==> config.mk <==
export PLATFORM = sky130hd
export DESIGN_NAME = ps2_keyboard
export DESIGN_NICKNAME = d
export VERILOG_FILES = /design/src/rtl/ps2_kbd_pkg.sv /design/src/rtl/ps2_scancode_map.sv /design/src/rtl/ps2_keyboard.sv
export SDC_FILE = /design/constraint.sdc
export NUM_CORES = 1
export LEC_CHECK = 0
export CAP_MARGIN = 10
export CORE_AREA = 2 2 97 99
export CTS_CLUSTER_SIZE = 25
export DETAILED_ROUTE_END_ITERATION = 8
export DIE_AREA = 0 0 99 101
export PLACE_DENSITY = 0.72
export SLEW_MARGIN = 40
export SYNTH_ARGS = -nofsm -noshare
export SYNTH_HDL_FRONTEND = slang
export SYNTH_HIERARCHICAL = 1
export SYNTH_SLANG_ARGS = --single-unit
==> constraint.sdc <==
create_clock -name clk -period 3.3 [get_ports clk]
set_input_delay 0.66 -clock clk [delete_from_list [all_inputs] [get_ports clk]]
set_output_delay 0.66 -clock clk [all_outputs]
set_load 0.005 [all_outputs]
==> src/rtl/ps2_kbd_pkg.sv <==
// rtl/ps2_kbd_pkg.sv - shared types and constants for the PS/2 keyboard front end
package ps2_kbd_pkg;

    // Frame receiver states: start bit seen, eight data bits, parity, stop.
    typedef enum logic [1:0] {
        IDLE   = 2'd0,
        DATA   = 2'd1,
        PARITY = 2'd2,
        STOP   = 2'd3
    } frame_state_t;

    // Set-2 prefix and modifier scan codes.
    localparam logic [7:0] SC_EXT    = 8'hE0;
    localparam logic [7:0] SC_BRK    = 8'hF0;
    localparam logic [7:0] SC_LSHIFT = 8'h12;
    localparam logic [7:0] SC_RSHIFT = 8'h59;

    // Hack special key codes.
    localparam logic [15:0] KEY_NEWLINE   = 16'd128;
    localparam logic [15:0] KEY_BACKSPACE = 16'd129;
    localparam logic [15:0] KEY_LEFT      = 16'd130;
    localparam logic [15:0] KEY_UP        = 16'd131;
    localparam logic [15:0] KEY_RIGHT     = 16'd132;
    localparam logic [15:0] KEY_DOWN      = 16'd133;
    localparam logic [15:0] KEY_HOME      = 16'd134;
    localparam logic [15:0] KEY_END       = 16'd135;
    localparam logic [15:0] KEY_PGUP      = 16'd136;
    localparam logic [15:0] KEY_PGDN      = 16'd137;
    localparam logic [15:0] KEY_INSERT    = 16'd138;
    localparam logic [15:0] KEY_DELETE    = 16'd139;
    localparam logic [15:0] KEY_ESC       = 16'd140;
    localparam logic [15:0] KEY_F1        = 16'd141;
    localparam logic [15:0] KEY_F2        = 16'd142;
    localparam logic [15:0] KEY_F3        = 16'd143;
    localparam logic [15:0] KEY_F4        = 16'd144;
    localparam logic [15:0] KEY_F5        = 16'd145;
    localparam logic [15:0] KEY_F6        = 16'd146;
    localparam logic [15:0] KEY_F7        = 16'd147;
    localparam logic [15:0] KEY_F8        = 16'd148;
    localparam logic [15:0] KEY_F9        = 16'd149;
    localparam logic [15:0] KEY_F10       = 16'd150;
    localparam logic [15:0] KEY_F11       = 16'd151;
    localparam logic [15:0] KEY_F12       = 16'd152;

    // True when data byte plus parity bit contain an odd number of ones.
    function automatic logic odd_parity(input logic [8:0] bits);
        return ^bits;
    endfunction

endpackage

==> src/rtl/ps2_scancode_map.sv <==
// rtl/ps2_scancode_map.sv - Set-2 scan code to Hack key code lookup
module ps2_scancode_map
    import ps2_kbd_pkg::*;
(
    input  logic        ext,
    input  logic [7:0]  code,
    input  logic        shift,
    output logic [15:0] key
);

    // Pure table lookup; anything not listed maps to 0 (ignored by the decoder).
    always_comb begin
        key = 16'd0;
        if (ext) begin
            case (code)
                8'h6B:   key = KEY_LEFT;
                8'h75:   key = KEY_UP;
                8'h74:   key = KEY_RIGHT;
                8'h72:   key = KEY_DOWN;
                8'h6C:   key = KEY_HOME;
                8'h69:   key = KEY_END;
                8'h7D:   key = KEY_PGUP;
                8'h7A:   key = KEY_PGDN;
                8'h70:   key = KEY_INSERT;
                8'h71:   key = KEY_DELETE;
                default: key = 16'd0;
            endcase
        end else begin
            case (code)
                // Letters are always reported upper case.
                8'h1C:   key = 16'h0041;
                8'h32:   key = 16'h0042;
                8'h21:   key = 16'h0043;
                8'h23:   key = 16'h0044;
                8'h24:   key = 16'h0045;
                8'h2B:   key = 16'h0046;
                8'h34:   key = 16'h0047;
                8'h33:   key = 16'h0048;
                8'h43:   key = 16'h0049;
                8'h3B:   key = 16'h004A;
                8'h42:   key = 16'h004B;
                8'h4B:   key = 16'h004C;
                8'h3A:   key = 16'h004D;
                8'h31:   key = 16'h004E;
                8'h44:   key = 16'h004F;
                8'h4D:   key = 16'h0050;
                8'h15:   key = 16'h0051;
                8'h2D:   key = 16'h0052;
                8'h1B:   key = 16'h0053;
                8'h2C:   key = 16'h0054;
                8'h3C:   key = 16'h0055;
                8'h2A:   key = 16'h0056;
                8'h1D:   key = 16'h0057;
                8'h22:   key = 16'h0058;
                8'h35:   key = 16'h0059;
                8'h1A:   key = 16'h005A;
                // Top-row digits and their shifted symbols.
                8'h45:   key = shift ? 16'h0029 : 16'h0030;
                8'h16:   key = shift ? 16'h0021 : 16'h0031;
                8'h1E:   key = shift ? 16'h0040 : 16'h0032;
                8'h26:   key = shift ? 16'h0023 : 16'h0033;
                8'h25:   key = shift ? 16'h0024 : 16'h0034;
                8'h2E:   key = shift ? 16'h0025 : 16'h0035;
                8'h36:   key = shift ? 16'h005E : 16'h0036;
                8'h3D:   key = shift ? 16'h0026 : 16'h0037;
                8'h3E:   key = shift ? 16'h002A : 16'h0038;
                8'h46:   key = shift ? 16'h0028 : 16'h0039;
                8'h29:   key = 16'h0020;
                8'h5A:   key = KEY_NEWLINE;
                8'h66:   key = KEY_BACKSPACE;
                8'h76:   key = KEY_ESC;
                8'h05:   key = KEY_F1;
                8'h06:   key = KEY_F2;
                8'h04:   key = KEY_F3;
                8'h0C:   key = KEY_F4;
                8'h03:   key = KEY_F5;
                8'h0B:   key = KEY_F6;
                8'h83:   key = KEY_F7;
                8'h0A:   key = KEY_F8;
                8'h01:   key = KEY_F9;
                8'h09:   key = KEY_F10;
                8'h78:   key = KEY_F11;
                8'h07:   key = KEY_F12;
                default: key = 16'd0;
            endcase
        end
    end

endmodule

==> src/rtl/ps2_keyboard.sv <==
// rtl/ps2_keyboard.sv - PS/2 frame receiver and make/break decoder for the Hack keyboard register
module ps2_keyboard
    import ps2_kbd_pkg::*;
#(
    parameter int TIMEOUT_CYCLES = 50000,
    parameter int SYNC_STAGES    = 2
) (
    input  logic        clk,
    input  logic        reset,
    input  logic        ps2_clk,
    input  logic        ps2_data,
    output logic [15:0] keyboard,
    output logic        scan_valid,
    output logic [7:0]  scan_code,
    output logic        frame_err
);

    localparam int WD_W = $clog2(TIMEOUT_CYCLES + 1);

    // Synchronisers and edge detector.
    logic [SYNC_STAGES-1:0] clk_sync_q, clk_sync_d;
    logic [SYNC_STAGES-1:0] data_sync_q, data_sync_d;
    logic                   clk_prev_q, clk_prev_d;
    logic                   ps2_clk_s, ps2_data_s, sample;

    // Frame receiver.
    frame_state_t      state_q, state_d;
    logic [2:0]        bit_cnt_q, bit_cnt_d;
    logic [7:0]        shreg_q, shreg_d;
    logic              parity_q, parity_d;
    logic [WD_W-1:0]   wd_cnt_q, wd_cnt_d;
    logic [7:0]        scan_code_q, scan_code_d;
    logic              scan_valid_q, scan_valid_d;
    logic              frame_err_q, frame_err_d;

    // Decoder.
    logic              ext_q, ext_d;
    logic              brk_q, brk_d;
    logic              shift_l_q, shift_l_d;
    logic              shift_r_q, shift_r_d;
    logic [8:0]        last_key_q, last_key_d;
    logic [15:0]       keyboard_q, keyboard_d;
    logic [15:0]       mapped;

    assign ps2_clk_s  = clk_sync_q[SYNC_STAGES-1];
    assign ps2_data_s = data_sync_q[SYNC_STAGES-1];
    assign sample     = clk_prev_q & ~ps2_clk_s;

    // Shift raw lines through the synchroniser and remember last synced clock level.
    always_comb begin
        clk_sync_d  = {clk_sync_q[SYNC_STAGES-2:0], ps2_clk};
        data_sync_d = {data_sync_q[SYNC_STAGES-2:0], ps2_data};
        clk_prev_d  = ps2_clk_s;
    end

    // Frame FSM: collect start, 8 data bits, parity and stop; watchdog aborts stalled frames.
    always_comb begin
        state_d      = state_q;
        bit_cnt_d    = bit_cnt_q;
        shreg_d      = shreg_q;
        parity_d     = parity_q;
        wd_cnt_d     = '0;
        scan_code_d  = scan_code_q;
        scan_valid_d = 1'b0;
        frame_err_d  = 1'b0;
        case (state_q)
            IDLE: begin
                if (sample && !ps2_data_s) begin
                    state_d   = DATA;
                    bit_cnt_d = 3'd0;
                end
            end
            DATA: begin
                if (sample) begin
                    shreg_d   = {ps2_data_s, shreg_q[7:1]};
                    bit_cnt_d = bit_cnt_q + 3'd1;
                    if (bit_cnt_q == 3'd7) begin
                        state_d = PARITY;
                    end
                end
            end
            PARITY: begin
                if (sample) begin
                    parity_d = ps2_data_s;
                    state_d  = STOP;
                end
            end
            STOP: begin
                if (sample) begin
                    if (ps2_data_s && odd_parity({shreg_q, parity_q})) begin
                        scan_code_d  = shreg_q;
                        scan_valid_d = 1'b1;
                    end else begin
                        frame_err_d = 1'b1;
                    end
                    state_d = IDLE;
                end
            end
            default: state_d = IDLE;
        endcase
        // Counter runs only mid-frame and restarts on every sample.
        if (state_q != IDLE && !sample) begin
            if (wd_cnt_q == WD_W'(TIMEOUT_CYCLES - 1)) begin
                state_d     = IDLE;
                frame_err_d = 1'b1;
                shreg_d     = 8'd0;
                bit_cnt_d   = 3'd0;
            end else begin
                wd_cnt_d = wd_cnt_q + WD_W'(1);
            end
        end
    end

    ps2_scancode_map u_map (
        .ext   (ext_q),
        .code  (scan_code_q),
        .shift (shift_l_q | shift_r_q),
        .key   (mapped)
    );

    // Decoder: track prefixes and shift, update the held key on make/matching break.
    always_comb begin
        ext_d      = ext_q;
        brk_d      = brk_q;
        shift_l_d  = shift_l_q;
        shift_r_d  = shift_r_q;
        last_key_d = last_key_q;
        keyboard_d = keyboard_q;
        if (scan_valid_q) begin
            if (scan_code_q == SC_EXT) begin
                ext_d = 1'b1;
            end else if (scan_code_q == SC_BRK) begin
                brk_d = 1'b1;
            end else begin
                if (!ext_q && scan_code_q == SC_LSHIFT) begin
                    shift_l_d = !brk_q;
                end else if (!ext_q && scan_code_q == SC_RSHIFT) begin
                    shift_r_d = !brk_q;
                end else if (!brk_q) begin
                    if (mapped != 16'd0) begin
                        keyboard_d = mapped;
                        last_key_d = {ext_q, scan_code_q};
                    end
                end else if ({ext_q, scan_code_q} == last_key_q) begin
                    keyboard_d = 16'd0;
                    last_key_d = 9'd0;
                end
                ext_d = 1'b0;
                brk_d = 1'b0;
            end
        end else if (frame_err_q) begin
            // A lost byte may have been part of a prefixed sequence; drop the prefixes.
            ext_d = 1'b0;
            brk_d = 1'b0;
        end
    end

    // State registers; lines reset idle-high so release cannot fake a falling edge.
    always_ff @(posedge clk or negedge reset) begin
        if (!reset) begin
            clk_sync_q   <= '1;
            data_sync_q  <= '1;
            clk_prev_q   <= 1'b1;
            state_q      <= IDLE;
            bit_cnt_q    <= 3'd0;
            shreg_q      <= 8'd0;
            parity_q     <= 1'b0;
            wd_cnt_q     <= '0;
            scan_code_q  <= 8'd0;
            scan_valid_q <= 1'b0;
            frame_err_q  <= 1'b0;
            ext_q        <= 1'b0;
            brk_q        <= 1'b0;
            shift_l_q    <= 1'b0;
            shift_r_q    <= 1'b0;
            last_key_q   <= 9'd0;
            keyboard_q   <= 16'd0;
        end else begin
            clk_sync_q   <= clk_sync_d;
            data_sync_q  <= data_sync_d;
            clk_prev_q   <= clk_prev_d;
            state_q      <= state_d;
            bit_cnt_q    <= bit_cnt_d;
            shreg_q      <= shreg_d;
            parity_q     <= parity_d;
            wd_cnt_q     <= wd_cnt_d;
            scan_code_q  <= scan_code_d;
            scan_valid_q <= scan_valid_d;
            frame_err_q  <= frame_err_d;
            ext_q        <= ext_d;
            brk_q        <= brk_d;
            shift_l_q    <= shift_l_d;
            shift_r_q    <= shift_r_d;
            last_key_q   <= last_key_d;
            keyboard_q   <= keyboard_d;
        end
    end

    assign keyboard   = keyboard_q;
    assign scan_valid = scan_valid_q;
    assign scan_code  = scan_code_q;
    assign frame_err  = frame_err_q;

endmodule

==> results by group <==
Status
  • Status: finished, final reports clean

Clock tree
  • Root buffer cell: clkbuf_8
  • H-Tree Depth: 3
  • CTS buffer count: 9
  • Clock-pin slew on the worst setup and hold paths: 0.08 ns
  • CTS Buffer Depth: 2
  • CTS tree: yes
  • Clock sinks: 74
  • Worst skew pair latency: 0.36 ns

Critical path
  • Delay-heaviest family, CP: compound AO/OA/AOI/OAI gates
  • Buf/Inv on CP: 3
  • FF-to-FF setup slack: 0.20 ns
  • Crit. End Element: flop
  • CP Data Required Time: 3.55 ns
  • Critical path, cell by cell: buf_4 > or4b_4 > a211oi_1 > a31oi_1 > and3_1 > a31oi_1 > nor4_1 > nand4_1 > o211ai_2 > buf_4 > a21o_1 > buf_6 > a22o_1
  • R2r startpoint: scan_code[6]
  • WS Path Type: flop to flop
  • Reg2reg end: keyboard[9]
  • Worst Path Arrival: 3.35 ns
  • Crit path launch type: flop
  • Worst reg2reg path depth: 13
  • Max incr delay on CP: 0.57 ns
  • Critical-path maximum fanout: 18
  • CP max stage cell: or4b_4

Placement
  • IO Port Bufs: 29
  • Placement Cell Area: 5530 um^2
  • GPL Wtd Cong: 1.03
  • Post-DP HPWL: 8.69 mm

STA
  • Fin. Hold Viols: 0
  • Slew Limit Fails: 0
  • Final hold slack: 0.237 ns
  • Measured slew at the worst slew-check pin: 0.757 ns
  • Count of final setup violators: 0
  • Final period utilization: 94.1%
  • Period minus WS final: 3.10 ns
  • Clock Skews: 0.0167 ns
  • Slew headroom: 49.3%
  • F_max: 322 MHz

Logic synthesis
  • Compound-cell area share of the yosys netlist: 18.3%
  • #FFs+latches synth: 74
  • Post-Synth XOR/XNOR Area: 7.21%
  • Post-synth EDFFs: 0
  • Synth Flop Type: dfrtp_1
  • Yosys Warn Count: 6
  • Seq/Total Area, Yosys: 38.6%
  • Simple-Gate Fraction of Synth Area: 26.0%
  • Syn Area/Cell: 9.30 um^2
  • Largest cells by area after synthesis: dfrtp_1 36%, a22o_1 4.7%, nand2_1 3.6%
  • Mux cell area share after synthesis: 2.71%
  • Unique masters post-synth: 73
  • Post-Synth Adder-Cell Area: 0.780%
  • Leading area contributor after synthesis: dfrtp_1
  • Ys async rst share: 100%
  • Gate Count Post-Synth: 517
  • Top-area cell type share of the netlist area: 35.9%
  • Synth Cell Area: 4810 um^2
  • Largest family of logic cells by synthesized area: simple AND/OR/NAND/NOR gates

GRT
  • GRT Total Usage: 25.0%
  • GRT overflow: 0
  • Antenna violations before repair: 0
  • Largest net degree at the start of global routing: 43
  • Vias in the first global route: 3,994
  • First-pass GRT wire length: 19.9 mm

Power
  • Net switching power: 0.824 mW
  • Reg power frac: 43.3%
  • Pwr Total: 2.60 mW
  • Sw Share: 31.6%
  • Clock power frac: 31.6%
  • Logic pwr share: 25.1%
  • Total power per unit cell area: 444 nW/um^2
  • Internal: 1.78 mW
  • Leak pwr: 2.48 nW
  • Peak VDD IR: 506 uV

Flow run
  • Max Cap Violations: 0

Floorplanning
  • Ports: 30
  • Num rows: 35
  • Starting Density: 53.6%
  • Die area: 10000 um^2
  • Chip Height: 101 um
  • Die W: 99 um
  • Core area: 8980 um^2

Layout
  • Most common cell after layout, fill and taps aside: dfrtp_1
  • Syn-to-layout area delta: 21.9%
  • Design area: 5860 um^2
  • Diodes inserted: 0
  • Final Util: 65.3%
  • Share of layout cells above drive strength 1: 20.6%
  • Commonest cells after routing, fill and taps aside: 64 x dfrtp_1, 57 x buf_4, 46 x nand2_1
  • Nets: 594

Route
  • Via count of the routed design: 4,206
  • DR WL/cell: 17.3 um
  • Starting DRT DRC Count: 272
  • First-pass DRT Iterations: 5
  • ANT nets after route: 0
  • Remaining DRCs: 0
  • Vias per inst: 5.98
  • Total routed wirelength: 12.2 mm

Min path
  • HP Class: primary input to async pin
==> cell usage after synthesis (all sizes together), types with 4 or more instances <==
master / instances
a211oi: 7
nor4b: 8
mux2i: 4
inv: 11
buf: 34
o22ai: 4
xor2: 19
nand3: 15
nand2b: 12
xnor2: 18
a22o: 26
mux2: 8
clkbuf: 9
o211ai: 5
a21o: 5
nor3b: 5
dfrtp: 69
nor4: 10
nand4: 9
a21oi: 19
or3: 4
a31oi: 8
and3: 5
nand2: 46
and4b: 4
nor2b: 12
nor2: 44
o21ai: 16
nor3: 17
dfstp: 5
==> worst reg2reg max path: stages (launching register included) <==
cell and delay (ns):
dfrtp_2 0.46, buf_4 0.17, or4b_4 0.57, a211oi_1 0.29
a31oi_1 0.06, and3_1 0.17, a31oi_1 0.28, nor4_1 0.08
nand4_1 0.12, o211ai_2 0.11, buf_4 0.15, a21o_1 0.18
buf_6 0.16, a22o_1 0.20
==> registers in the layout, summed over array words and instances, names as in the netlist <==
| signal | cells |
|---|---|
| keyboard | 16 |
| wd_cnt_q | 16 |
| last_key_q | 9 |
| scan_code | 8 |
| shreg_q | 8 |
| bit_cnt_q | 3 |
| clk_sync_q | 2 |
| data_sync_q | 2 |
| state_q | 2 |
| brk_q | 1 |
| clk_prev_q | 1 |
| ext_q | 1 |
| frame_err | 1 |
| parity_q | 1 |
| scan_valid | 1 |
| shift_l_q | 1 |
| shift_r_q | 1 |
==> worst max path at each step <==
stage                     cells past startpoint         start             to  slack [ns]
after floorplan                              12  scan_code[7]    keyboard[5]        0.40
after global placement                       12  scan_code[6]  last_key_q[0]       -0.29
after detailed placement                     13  scan_code[3]    keyboard[9]       -0.03
after CTS                                    14  scan_code[0]    keyboard[9]        0.01
after global routing                         14  scan_code[0]    keyboard[9]      -0.004
final                                        13  scan_code[6]    keyboard[9]        0.20
==> what timing repair did <==
action / in CTS / in global routing
setup endpoints to repair: 18 / 25
endpoints found under the hold margin: 0 / 0
hold buffers: 0 / 0
cloned: 0 / 0
buffers inserted: 0 / 7
gates resized for setup: 2 / 9
pin swaps: 0 / 4
==> layer usage <==
metal  up-vias  wire length, um  global-route usage [%]
li1       2019                -                       -
met1      2036             5410                    33.8
met2       127             5840                    40.4
met3        24              597                    4.92
met4         0              314                    8.54
met5         -                0                       0
==> cells by family (layout without fill, tap and decap cells) <==
logic type | Yosys count | count (layout)
mux | 12 | 12
flops | 74 | 74
fa+ha+maj | 3 | 3
compound gates | 119 | 119
buf+inv | 55 | 123
other cells | 1 | 8
simple gates | 215 | 215
xor+xnor | 38 | 38
==> cell type report <==
type	instances	area, um^2
timing repair buffer	95	882
inverter	12	45.0
fill	737	3120
multi-input combinational	395	2700
tap	111	139
clock inverter	6	95.1
sequential	74	1860
clock buffer	10	138
==> through the flow <==
step	setup TNS, ns	instances	setup slack [ns]
floorplan	0	524	0.399
global placement	-4.85	680	-0.288
detailed placement	-0.0875	680	-0.0309
CTS	0	696	0.0148
global route	-0.00445	703	-0.00445
finish	0	703	0.196
==> power groups by stage <==
stage          clock network (mW)  logic [mW]  registers [mW]
2_1_floorplan                   0       0.471            1.12
3_3_place_gp                    0       0.624            1.13
3_5_place_dp                    0       0.641            1.15
4_1_cts                     0.842       0.644            1.13
5_1_grt                     0.877       0.725            1.14
6_report                    0.822       0.654            1.13
No activity file was read; power rests on OpenSTA's default activity.
